<file path="config.mk">
export PLATFORM = sky130hd
export DESIGN_NAME = cordic_sweep_gen
export DESIGN_NICKNAME = d
export VERILOG_FILES = /design/src/rtl/cordic_sweep_gen.sv
export SDC_FILE = /design/constraint.sdc
export NUM_CORES = 1
export LEC_CHECK = 0
export CORE_UTILIZATION = 52
export CTS_BUF_LIST = sky130_fd_sc_hd__clkbuf_2
export CTS_CLUSTER_DIAMETER = 60
export DETAILED_ROUTE_END_ITERATION = 8
export PLACE_DENSITY = 0.95
export SYNTH_ARGS = -nofsm -noshare
export SYNTH_HDL_FRONTEND = slang
export SYNTH_SLANG_ARGS = --single-unit
</file>
<file path="constraint.sdc">
create_clock -name clk -period 3.08 [get_ports clk]
set_input_delay 0.924 -clock clk [delete_from_list [all_inputs] [get_ports clk]]
set_output_delay 0.924 -clock clk [all_outputs]
set_load 0.05 [all_outputs]
</file>
<file path="src/rtl/cordic_sweep_gen.sv">
// Sweep command generator feeding the combinational CORDIC rotator: holds a fixed
// vector and steps the rotation angle once per accepted valid/ready handshake.
module cordic_sweep_gen #(
  parameter int unsigned VW = 11,
  parameter int unsigned AW = 9,
  parameter int unsigned CW = 8
) (
  input  logic                 clk,
  input  logic                 rst,
  input  logic                 start,
  input  logic                 abort,
  input  logic signed [VW-1:0] vx_init,
  input  logic signed [VW-1:0] vy_init,
  input  logic        [AW-1:0] z_start,
  input  logic        [AW-1:0] z_step,
  input  logic        [CW-1:0] count,
  input  logic                 out_ready,
  output logic                 out_valid,
  output logic signed [VW-1:0] Vx,
  output logic signed [VW-1:0] Vy,
  output logic        [AW-1:0] Z0,
  output logic        [CW-1:0] idx,
  output logic                 busy,
  output logic                 done
);

  typedef enum logic [1:0] {StIdle, StRun, StFin} state_e;

  state_e        state;
  logic [AW-1:0] step;
  logic [CW-1:0] remaining;

  always_ff @(posedge clk) begin
    if (rst) begin
      state     <= StIdle;
      out_valid <= 1'b0;
      Vx        <= '0;
      Vy        <= '0;
      Z0        <= '0;
      idx       <= '0;
      busy      <= 1'b0;
      done      <= 1'b0;
      step      <= '0;
      remaining <= '0;
    end else begin
      unique case (state)
        StIdle: begin
          out_valid <= 1'b0;
          busy      <= 1'b0;
          done      <= 1'b0;
          if (start) begin
            Vx        <= vx_init;
            Vy        <= vy_init;
            Z0        <= z_start;
            step      <= z_step;
            remaining <= count;
            idx       <= '0;
            if (count != '0) begin
              state     <= StRun;
              out_valid <= 1'b1;
              busy      <= 1'b1;
            end else begin
              // Empty sweep still completes normally and reports done.
              state <= StFin;
              done  <= 1'b1;
            end
          end
        end
        StRun: begin
          // Abort wins over a coincident handshake; that command counts as unconsumed.
          if (abort) begin
            state     <= StIdle;
            out_valid <= 1'b0;
            busy      <= 1'b0;
          end else if (out_ready) begin
            if (remaining == CW'(1)) begin
              state     <= StFin;
              out_valid <= 1'b0;
              busy      <= 1'b0;
              done      <= 1'b1;
            end else begin
              Z0        <= Z0 + step;
              idx       <= idx + CW'(1);
              remaining <= remaining - CW'(1);
            end
          end
        end
        StFin: begin
          state     <= StIdle;
          done      <= 1'b0;
          out_valid <= 1'b0;
          busy      <= 1'b0;
        end
        default: begin
          state     <= StIdle;
          out_valid <= 1'b0;
          busy      <= 1'b0;
          done      <= 1'b0;
        end
      endcase
    end
  end

endmodule

</file>
==> metrics.cfg, run 1 <==
[critical_path]
cp.arrival_ns = 1.78
rrSetupSlack_ns = 0.83
path_max_fanout = 5
r2r_cells = 5
crit-reg2reg-launch = remaining[2]
crit_type = flop to output port
critPathTopFamily = buffers and inverters
max_stage_delay_ns = 0.83
r2r-end = Z0[4]
crit_buf_inv = 1
endpoint_kind = output port
slowest_stage = clkdlybuf4s50_1
worstPathRequired_ns = 2.16
crit_path_cell_trace = clkdlybuf4s50_1
start_kind = flop

[detailed_routing]
vias = 3085
drcViolationCount = 0
dr_wl_met2_mm = 3.654
met1_length_mm = 3.299
dr.max_layer_used = met4
firstDrtPassIters = 5
wirelength_mm = 7.819
dr_wl_met3_um = 662
antenna_left = 0
vias_per_cell = 5.692
drt_iter0_markers = 173
wire_per_inst_um = 14.43

[floorplanning]
die_h_um = 78.12
initial_utilization = 0.5438
core-area_um2 = 5540
die_w_um = 78.12
die_area_um2 = 6103
num_rows = 27
ios = 95

[clock_network]
numCtsBuffers = 9
htreeDepth = 3
root_buffer = clkbuf_2
clkLatencyLatePin_ns = 0.50
clockBufferDepth = 2
cts_tree = yes
postCtsHoldBufs = 0
cts_setup_buffers = 0
clkTransAtPathRegs_ns = 0.17
clock_sinks = 60
ctsResizeCount = 0

[synthesis]
synth.cell_area_um2 = 3013
synthArstFlopShare = 0
synthesis.nets = 441
synth-simple-area-share = 0.2434
ys_types = 57
synth.area.mux_share = 0.006645
synth_top_family_by_area = simple AND/OR/NAND/NOR gates
ys.flop_type = dfxtp_1
synth_edf_count = 0
synth-adder-area-share = 0.05233
synth_top_area_share = 0.3987
synth_area_leaders = dfxtp_1 40%, nand2_1 10%, a21oi_1 8.6%
synth_warnings = 0
synth_xor_area_frac = 0.02326
seq_area_frac_synth = 0.3987
synth_compound_area_frac = 0.2263
synth_top_area_cell = dfxtp_1
ys_ff_latch = 60
netlist_instances = 376
avgSynthCellArea_um2 = 8.013

[power]
cellPowerDensity_nw_per_um2 = 465.2
p_int_w = 0.001232
pwr-share-seq = 0.459
leakagePower_nw = 1.551
peakVddDrop_v = 0.0003313
pwr-share-comb = 0.289
sw_frac_of_total = 0.3517
clkPwrFrac = 0.252
p_sw_w = 0.0006683

[sta]
worst_slew_pin_slew_ns = 1.091
skew_ns = 0.01665
fmax_mhz = 370.5
fin_crit_ns = 2.699
hold_violations = 0
rsz0062_at_grt = no
final_max_slew_viol_count = 0
max-slew-margin-rel = 0.2724
tns_ns = 0
setup_viol = 0
post-route-period-util = 0.8764

[placed_design]
routabilityCongestion = 0.8674
port_buffers = 94
dp_hpwl_mm = 5.531
placed_cells = 526

[cells_and_area]
nFillCells = 415
drive_above_1_share = 0.07234
fin_cells = 542
final_common_cell = clkdlybuf4s50_1
final_nets = 530
layout_common_cells = 93 x clkdlybuf4s50_1, 82 x nand2_1, 60 x dfxtp_1
areaGrowthSynthToFinish_pct = 35.59
n_antenna_cell = 0

[hold_path]
whs_path_depth = 2
holdCritStartpoint = Vx[1]
hold_end = Vx[1]
hold_class = flop to flop

[global_routing]
grt_pass1_wl_mm = 12.55
overflow = 0
antenna_found_initial = 0
first_global_vias = 2835
track_usage = 0.2608
grt_max_degree = 31

[flow_run]
max_cap_viol_count = 0

[status]
outcome = complete, no violations

-- layout make-up --
class,count,area [um^2],area share
Timing Repair Buffer,101,988.4,0.2420
Inverter,10,37.54,0.009188
Multi-Input combinational cell,283,1663,0.4070
Clock buffer,10,50.05,0.01225
Clock inverter,6,55.05,0.01348
Sequential cell,60,1201,0.2940
Tap cell,72,90.09,0.02205
-- layer usage --
metal | GRT usage | up-vias
li1 | - | 1488
met1 | 0.3109 | 1428
met2 | 0.4202 | 145
met3 | 0.08256 | 24
met4 | 0.1333 | 0
met5 | 0 | -
-- kinds of logic after synthesis --
logic type / after synthesis
AO/OA/AOI/OAI: 102
XOR/XNOR: 8
adder cells (fa/ha/maj): 12
buffers and inverters: 33
flip-flops: 60
multiplexers: 2
AND/OR/NAND/NOR: 159
-- how the worst max path moves through the flow --
| stage | startpoint | slack, ns | to | cells after the start |
|---|---|---|---|---|
| 6_report | idx[3] | 0.38 | idx[3] | 1 |
| 4_1_cts | idx[3] | 0.36 | idx[3] | 1 |
| 2_1_floorplan | start | 0.83 | step[2] | 6 |
| 3_3_place_gp | start | 0.45 | busy | 7 |
| 3_5_place_dp | start | 0.36 | Z0[8] | 6 |
| 5_1_grt | idx[3] | 0.30 | idx[3] | 1 |
-- power by group through the flow --
stage / clock (W) / combinational, W / sequential (W)
3_3_place_gp: 0 / 0.000533 / 0.000885
3_5_place_dp: 0 / 0.000544 / 0.000888
5_1_grt: 0.000519 / 0.000592 / 0.000879
6_report: 0.000478 / 0.000550 / 0.000872
2_1_floorplan: 0 / 0.000249 / 0.000995
4_1_cts: 0.000486 / 0.000547 / 0.000871
-- metrics by stage --
step           total power (W)  worst slack, ns    util  instance area, um^2  hold slack, ns
6_report              0.001900           0.3808  0.7374                 4085          0.4679
5_1_grt               0.001990           0.2955  0.7374                 4085          0.4909
4_1_cts               0.001904           0.3649  0.7374                 4085          0.4692
3_5_place_dp          0.001432           0.3615  0.7184                 3980          0.4488
3_3_place_gp          0.001418           0.4466  0.7184                 3980          0.4411
2_1_floorplan         0.001244           0.8343       -                 3013          0.4400
-- state kept, by name, indices dropped and copies added, names as in the netlist --
register / flops
Vx: 11
Vy: 11
Z0: 9
busy: 1
done: 1
idx: 8
remaining: 8
state: 2
step: 9
-- synth_stat cells, types with 2 or more instances --
cell      number
mux2i_1        2
nand2b_1       6
a32oi_1        2
a211oi_1       9
o211ai_1       3
nor2b_1        7
and2_1         2
xnor2_1        3
a22oi_1        2
xor2_1         5
a31oi_1        3
o41ai_1        2
buf_2          2
nor3_1         6
inv_1         10
o21ai_0        9
nor4_1         5
nor2_1        31
a21oi_1       52
a311oi_2       3
o21ai_1        2
buf_1          4
ha_1          11
nand2_1       82
or4_1          2
nand3_1        6
o21a_1         2
o221ai_1       2
clkbuf_1      14
dfxtp_1       60
No activity file was read; power rests on OpenSTA's default activity.
==> run 2, diff against run 1 <==
CORE_UTILIZATION = 40   (was 52)
PLACE_DENSITY = 0.77   (was 0.95)
TNS_END_PERCENT = 50   (was default)
==> run 2 against run 1 <==
Net effect: critical path depth unchanged; worst setup slack improved by 0.013 ns; non-clock buffer count decreased by 1; fmax increased by 0.50%; global-route usage decreased by 5.2 points; worst hold slack got worse by 0.0060 ns; design area unchanged; power decreased by 5.0%; die area increased by 29%; register-to-register slack got worse by 0.02 ns; core utilization decreased by 17 points; largest cell class unchanged.
==> metrics.cfg, run 2 (synthesis gave the netlist of run 1 again) <==
[sta]
final_max_slew_viol_count = 0  ; unchanged
fmax_mhz = 372.3  ; was 370.5 MHz
worst_slew_pin_slew_ns = 1.079  ; was 1.091 ns
hold_violations = 0  ; unchanged
max-slew-margin-rel = 0.2809  ; was 0.2724
tns_ns = 0  ; unchanged
rsz0062_at_grt = no  ; unchanged
setup_viol = 0  ; unchanged
fin_crit_ns = 2.686  ; was 2.699 ns
hold_slack_ns = 0.4619  ; was 0.4679 ns
skew_ns = 0.008700  ; was 0.01665 ns
post-route-period-util = 0.8720  ; was 0.8764

[cells_and_area]
layout_common_cells = 93 x clkdlybuf4s50_1, 82 x nand2_1, 60 x dfxtp_1  ; unchanged
nFillCells = 687  ; was 415
areaGrowthSynthToFinish_pct = 35.59  ; unchanged
final_common_cell = clkdlybuf4s50_1  ; unchanged
top_regs = Vx (11), Vy (11)  ; unchanged
drive_above_1_share = 0.07249  ; was 0.07234
n_antenna_cell = 0  ; unchanged
utilization = 0.5632  ; was 0.7374
final_nets = 529  ; was 530

[critical_path]
path_max_fanout = 5  ; unchanged
critPathTopFamily = buffers and inverters  ; unchanged
endpoint_kind = output port  ; unchanged
crit_path_cell_trace = clkdlybuf4s50_1  ; unchanged
max_stage_delay_ns = 0.84  ; was 0.83 ns
cp.arrival_ns = 1.76  ; was 1.78 ns
crit_buf_inv = 1  ; unchanged
start_kind = flop  ; unchanged
crit_type = flop to output port  ; unchanged
worstPathRequired_ns = 2.16  ; about the same
slowest_stage = clkdlybuf4s50_1  ; unchanged

[clock_network]
cts_setup_buffers = 0  ; unchanged
clkLatencyLatePin_ns = 0.47  ; was 0.50 ns
htreeDepth = 3  ; unchanged
clockBufferDepth = 2  ; unchanged
ctsResizeCount = 0  ; unchanged
clkTransAtPathRegs_ns = 0.16  ; was 0.17 ns
root_buffer = clkbuf_2  ; unchanged
numCtsBuffers = 9  ; unchanged
cts_tree = yes  ; unchanged
clock_sinks = 60  ; unchanged
postCtsHoldBufs = 0  ; unchanged

[status]
outcome = complete, no violations  ; unchanged

[hold_path]
hold_class = flop to flop  ; unchanged

[global_routing]
antenna_found_initial = 0  ; unchanged
grt_max_degree = 30  ; was 31
overflow = 0  ; unchanged
first_global_vias = 2737  ; was 2835
grt_pass1_wl_mm = 12.48  ; was 12.55 mm
track_usage = 0.2086  ; was 0.2608

[detailed_routing]
vias_per_cell = 5.211  ; was 5.692
antenna_left = 0  ; unchanged
wirelength_mm = 7.839  ; was 7.819 mm
firstDrtPassIters = 4  ; was 5
drt_iter0_markers = 133  ; was 173
drcViolationCount = 0  ; unchanged
vias = 2960  ; was 3085
wire_per_inst_um = 13.80  ; was 14.43 um

[floorplanning]
num_rows = 31  ; was 27
initial_utilization = 0.4154  ; was 0.5438
core-area_um2 = 7253  ; was 5540 um^2
die_h_um = 88.79  ; was 78.12 um
die_w_um = 88.79  ; was 78.12 um
die_area_um2 = 7884  ; was 6103 um^2
ios = 95  ; unchanged

[placed_design]
routabilityCongestion = 0.8411  ; was 0.8674
dp_hpwl_mm = 5.653  ; was 5.531 mm
port_buffers = 94  ; unchanged

[power]
leakagePower_nw = 1.543  ; was 1.551 nW
cellPowerDensity_nw_per_um2 = 441.8  ; was 465.2 nW/um^2
peakVddDrop_v = 0.0003176  ; was 0.0003313 V

[flow_run]
max_cap_viol_count = 0  ; unchanged

[run 2: area by class of cell]
class	instances	area, um^2	share of cell area
clock inverters	3	13.76	0.003369
flip-flops and latches	60	1201	0.2940
repair buffers	100	980.9	0.2401
inverters	10	37.54	0.009188
well taps	99	123.9	0.03032
clock buffers	13	65.06	0.01593
multi-input cells	283	1663	0.4070
[run 2: final timing paths]
| check | slack (ns) | depth (start not counted) | startpoint | to |
|---|---|---|---|---|
| setup / recovery | 0.39 | 1 | idx[3] | idx[3] |
| hold / removal | 0.46 | 2 | Vy[8] | Vy[8] |
| setup reg to reg | 0.81 | 5 | remaining[2] | Z0[1] |
| hold reg to reg | 0.46 | 2 | Vy[8] | Vy[8] |
[run 2: through the flow]
| step | std cells | setup WS [ns] | area, um^2 | total power, W |
|---|---|---|---|---|
| finish | 568 | 0.3943 | 4085 | 0.001805 |
| global route | 568 | 0.3184 | 4085 | 0.001912 |
| CTS | 568 | 0.3581 | 4085 | 0.001821 |
| detailed placement | 552 | 0.2556 | 4006 | 0.001434 |
| global placement | 552 | 0.3279 | 4006 | 0.001421 |
| floorplan | 376 | 0.8343 | 3013 | 0.001244 |
[run 2: where the power goes]
group | internal, W | switching, W
registers | 0.000829 | 0.0000410
clock network | 0.000115 | 0.000271
logic | 0.000219 | 0.000330
total | 0.00116 | 0.000641
[run 2: per-layer routing]
layer	vias up	routed length, um	track usage
li1	1487	-	-
met1	1348	3427	0.2613
met2	115	3559	0.3329
met4	0	112	0.06891
met3	10	740	0.07556
met5	-	0	0
[run 2: worst min-delay path, stage by stage (launching register included)]
cell	delay, ns
dfxtp_1	0.34
nand2_1	0.05
a21oi_1	0.05
==> run 3, diff against run 2 <==
ABC_AREA = 1   (was default)
PLACE_DENSITY = 0.78   (was 0.77)
==> run 3 against run 2 <==
Net effect: combinational power is 17% higher; fmax hardly changed; die area is 1.2% lower; critical endpoint is now idx[0].
==> metrics.cfg, run 3 <==
[status]
outcome = complete, no violations  ; unchanged

[clock_network]
clockBufferDepth = 2  ; unchanged
clkLatencyLatePin_ns = 0.47  ; about the same
cts_tree = yes  ; unchanged
postCtsHoldBufs = 0  ; unchanged
cts_setup_buffers = 0  ; unchanged
root_buffer = clkbuf_2  ; unchanged
clkTransAtPathRegs_ns = 0.18  ; was 0.16 ns
htreeDepth = 3  ; unchanged
numCtsBuffers = 9  ; unchanged
ctsResizeCount = 0  ; unchanged
clock_sinks = 60  ; unchanged

[synthesis]
synth_commonest_cells = 94 x nor2_1, 84 x nand2_1, 60 x dfxtp_1  ; was 82 x nand2_1, 60 x dfxtp_1, 52 x a21oi_1
synthArstFlopShare = 0  ; unchanged
synth_warnings = 0  ; unchanged
synth_area_leaders = dfxtp_1 40%, nor2_1 12%, nand2_1 11%  ; was dfxtp_1 40%, nand2_1 10%, a21oi_1 8.6%
synth_edf_count = 0  ; unchanged
synthesis.nets = 501  ; was 441
seq_area_frac_synth = 0.4035  ; was 0.3987
avgSynthCellArea_um2 = 6.827  ; was 8.013 um^2
ys.flop_type = dfxtp_1  ; unchanged
synth_top_area_share = 0.4035  ; was 0.3987
synth_top_area_cell = dfxtp_1  ; unchanged
netlist_instances = 436  ; was 376
ys_types = 28  ; was 57
ys_ff_latch = 60  ; unchanged
yosysMostFrequentCell = nor2_1  ; was nand2_1
synth.cell_area_um2 = 2977  ; was 3013 um^2

[global_routing]
first_global_vias = 2910  ; was 2737
overflow = 0  ; unchanged
grt_max_degree = 34  ; was 30
antenna_found_initial = 0  ; unchanged
grt_pass1_wl_mm = 12.25  ; was 12.48 mm
track_usage = 0.2022  ; was 0.2086

[sta]
worst_slew_pin_slew_ns = 0.5493  ; was 1.079 ns
max-slew-margin-rel = 0.6334  ; was 0.2809
post-route-period-util = 0.8728  ; was 0.8720
hold_violations = 0  ; unchanged
setup_viol = 0  ; unchanged
setup_ws_ns = 0.3917  ; was 0.3943 ns
fmax_mhz = 372.0  ; was 372.3 MHz
skew_ns = 0.02781  ; was 0.008700 ns
rsz0062_at_grt = no  ; unchanged
fin_crit_ns = 2.688  ; was 2.686 ns
final_max_slew_viol_count = 0  ; unchanged
tns_ns = 0  ; unchanged
hold_slack_ns = 0.4901  ; was 0.4619 ns

[floorplanning]
die_area_um2 = 7791  ; was 7884 um^2
initial_utilization = 0.4126  ; was 0.4154
die_w_um = 88.27  ; was 88.79 um
core-area_um2 = 7214  ; was 7253 um^2
die_h_um = 88.27  ; was 88.79 um
ios = 95  ; unchanged
num_rows = 31  ; unchanged

[cells_and_area]
nFillCells = 697  ; was 687
multiInputGateArea_um2 = 1518  ; was 1663 um^2
layout_common_cells = 94 x nor2_1, 94 x clkdlybuf4s50_1, 84 x nand2_1  ; was 93 x clkdlybuf4s50_1, 82 x nand2_1, 60 x dfxtp_1
final_nets = 592  ; was 529
top_regs = Vx (11), Vy (11)  ; unchanged
fin_area_um2 = 4139  ; was 4085 um^2
seqCellArea_um2 = 1201  ; unchanged
drive_above_1_share = 0.05461  ; was 0.07249
areaGrowthSynthToFinish_pct = 39.05  ; was 35.59%
n_antenna_cell = 0  ; unchanged

[flow_run]
max_cap_viol_count = 0  ; unchanged

[placed_design]
post-place-ws_ns = 0.6232  ; was 0.2556 ns
dp_hpwl_mm = 5.430  ; was 5.653 mm
routabilityCongestion = 0.8765  ; was 0.8411
port_buffers = 94  ; unchanged
place_area_um2 = 3990  ; was 4006 um^2

[critical_path]
cp.arrival_ns = 1.76  ; about the same
crit_buf_inv = 1  ; unchanged
critPathTopFamily = buffers and inverters  ; unchanged
start_kind = flop  ; unchanged
slowest_stage = clkdlybuf4s50_1  ; unchanged
path_max_fanout = 6  ; was 5
endpoint_kind = output port  ; unchanged
max_stage_delay_ns = 0.84  ; about the same
cp-startpoint = idx[0]  ; was idx[3]
worstPathRequired_ns = 2.16  ; about the same
crit_type = flop to output port  ; unchanged
crit_path_cell_trace = clkdlybuf4s50_1  ; unchanged
crit-reg2reg-launch = remaining[1]  ; was remaining[2]

[hold_path]
hold_class = flop to flop  ; unchanged
holdCritStartpoint = busy  ; was Vy[8]

[power]
p_total_w = 0.002165  ; was 0.001805 W
peakVddDrop_v = 0.0002676  ; was 0.0003176 V
cellPowerDensity_nw_per_um2 = 523.2  ; was 441.8 nW/um^2
leakagePower_nw = 1.752  ; was 1.543 nW

[detailed_routing]
firstDrtPassIters = 5  ; was 4
drt_iter0_markers = 198  ; was 133
drcViolationCount = 0  ; unchanged
wire_per_inst_um = 11.84  ; was 13.80 um
vias = 3081  ; was 2960
wirelength_mm = 7.461  ; was 7.839 mm
antenna_left = 0  ; unchanged
vias_per_cell = 4.890  ; was 5.211

run 3: cell count changes after synthesis, sizes merged, moves of 6 or more:
cell	before	now
o21ai	11	49
nand2b	6	0
nand3	6	22
nor2	32	96
a211oi	10	0
a21oi	53	28
inv	10	41
nor2b	7	0
run 3: path summary, 6_finish.rpt:
check        endpoint  slack [ns]  depth (start not counted)
max            idx[0]        0.39                          1
min              busy        0.49                          2
max reg2reg     Z0[1]        1.19                         10
min reg2reg      busy        0.49                          2
run 3: layout make-up:
type / count / area share
Clock buffer: 9 / 0.01088
Timing Repair Buffer: 99 / 0.2394
Multi-Input combinational cell: 316 / 0.3667
Sequential cell: 60 / 0.2902
Inverter: 41 / 0.03779
Tap cell: 99 / 0.02993
Clock inverter: 6 / 0.02509
run 3: cells by family (layout without fill, tap and decap cells):
kind of cell               count (synthesis)  count (layout)  synth area share
AOI/OAI and AO/OA                         86              86            0.1501
xor gates and xnor gates                   4               4           0.01177
adders and majority gates                 12              12           0.05296
buffers and inverters                     60             155           0.08659
DFF                                       60              60            0.4035
and+or+nand+nor                          214             214            0.2951
run 3: worst min-delay path: stages (launching register included):
cell,delay [ns]
dfxtp_1,0.36
nand2_1,0.06
a21oi_1,0.05
run 3: where the power goes:
part	switching [W]	internal [W]
sequential	0.0000495	0.000845
clock	0.000284	0.000341
combinational	0.000400	0.000246
run 3: through the flow:
| stage | std cells | utilization |
|---|---|---|
| finish | 630 | 0.5737 |
| global placement | 615 | 0.5531 |
| detailed placement | 615 | 0.5531 |
| global route | 630 | 0.5737 |
| floorplan | 436 | - |
| CTS | 630 | 0.5737 |
run 3: metal layers:
| layer | part of all wire | GRT usage |
|---|---|---|
| met1 | 0.43 | 0.2393 |
| met2 | 0.46 | 0.3329 |
| met3 | 0.086 | 0.06063 |
| met4 | 0.023 | 0.1026 |
| met5 | 0 | 0 |
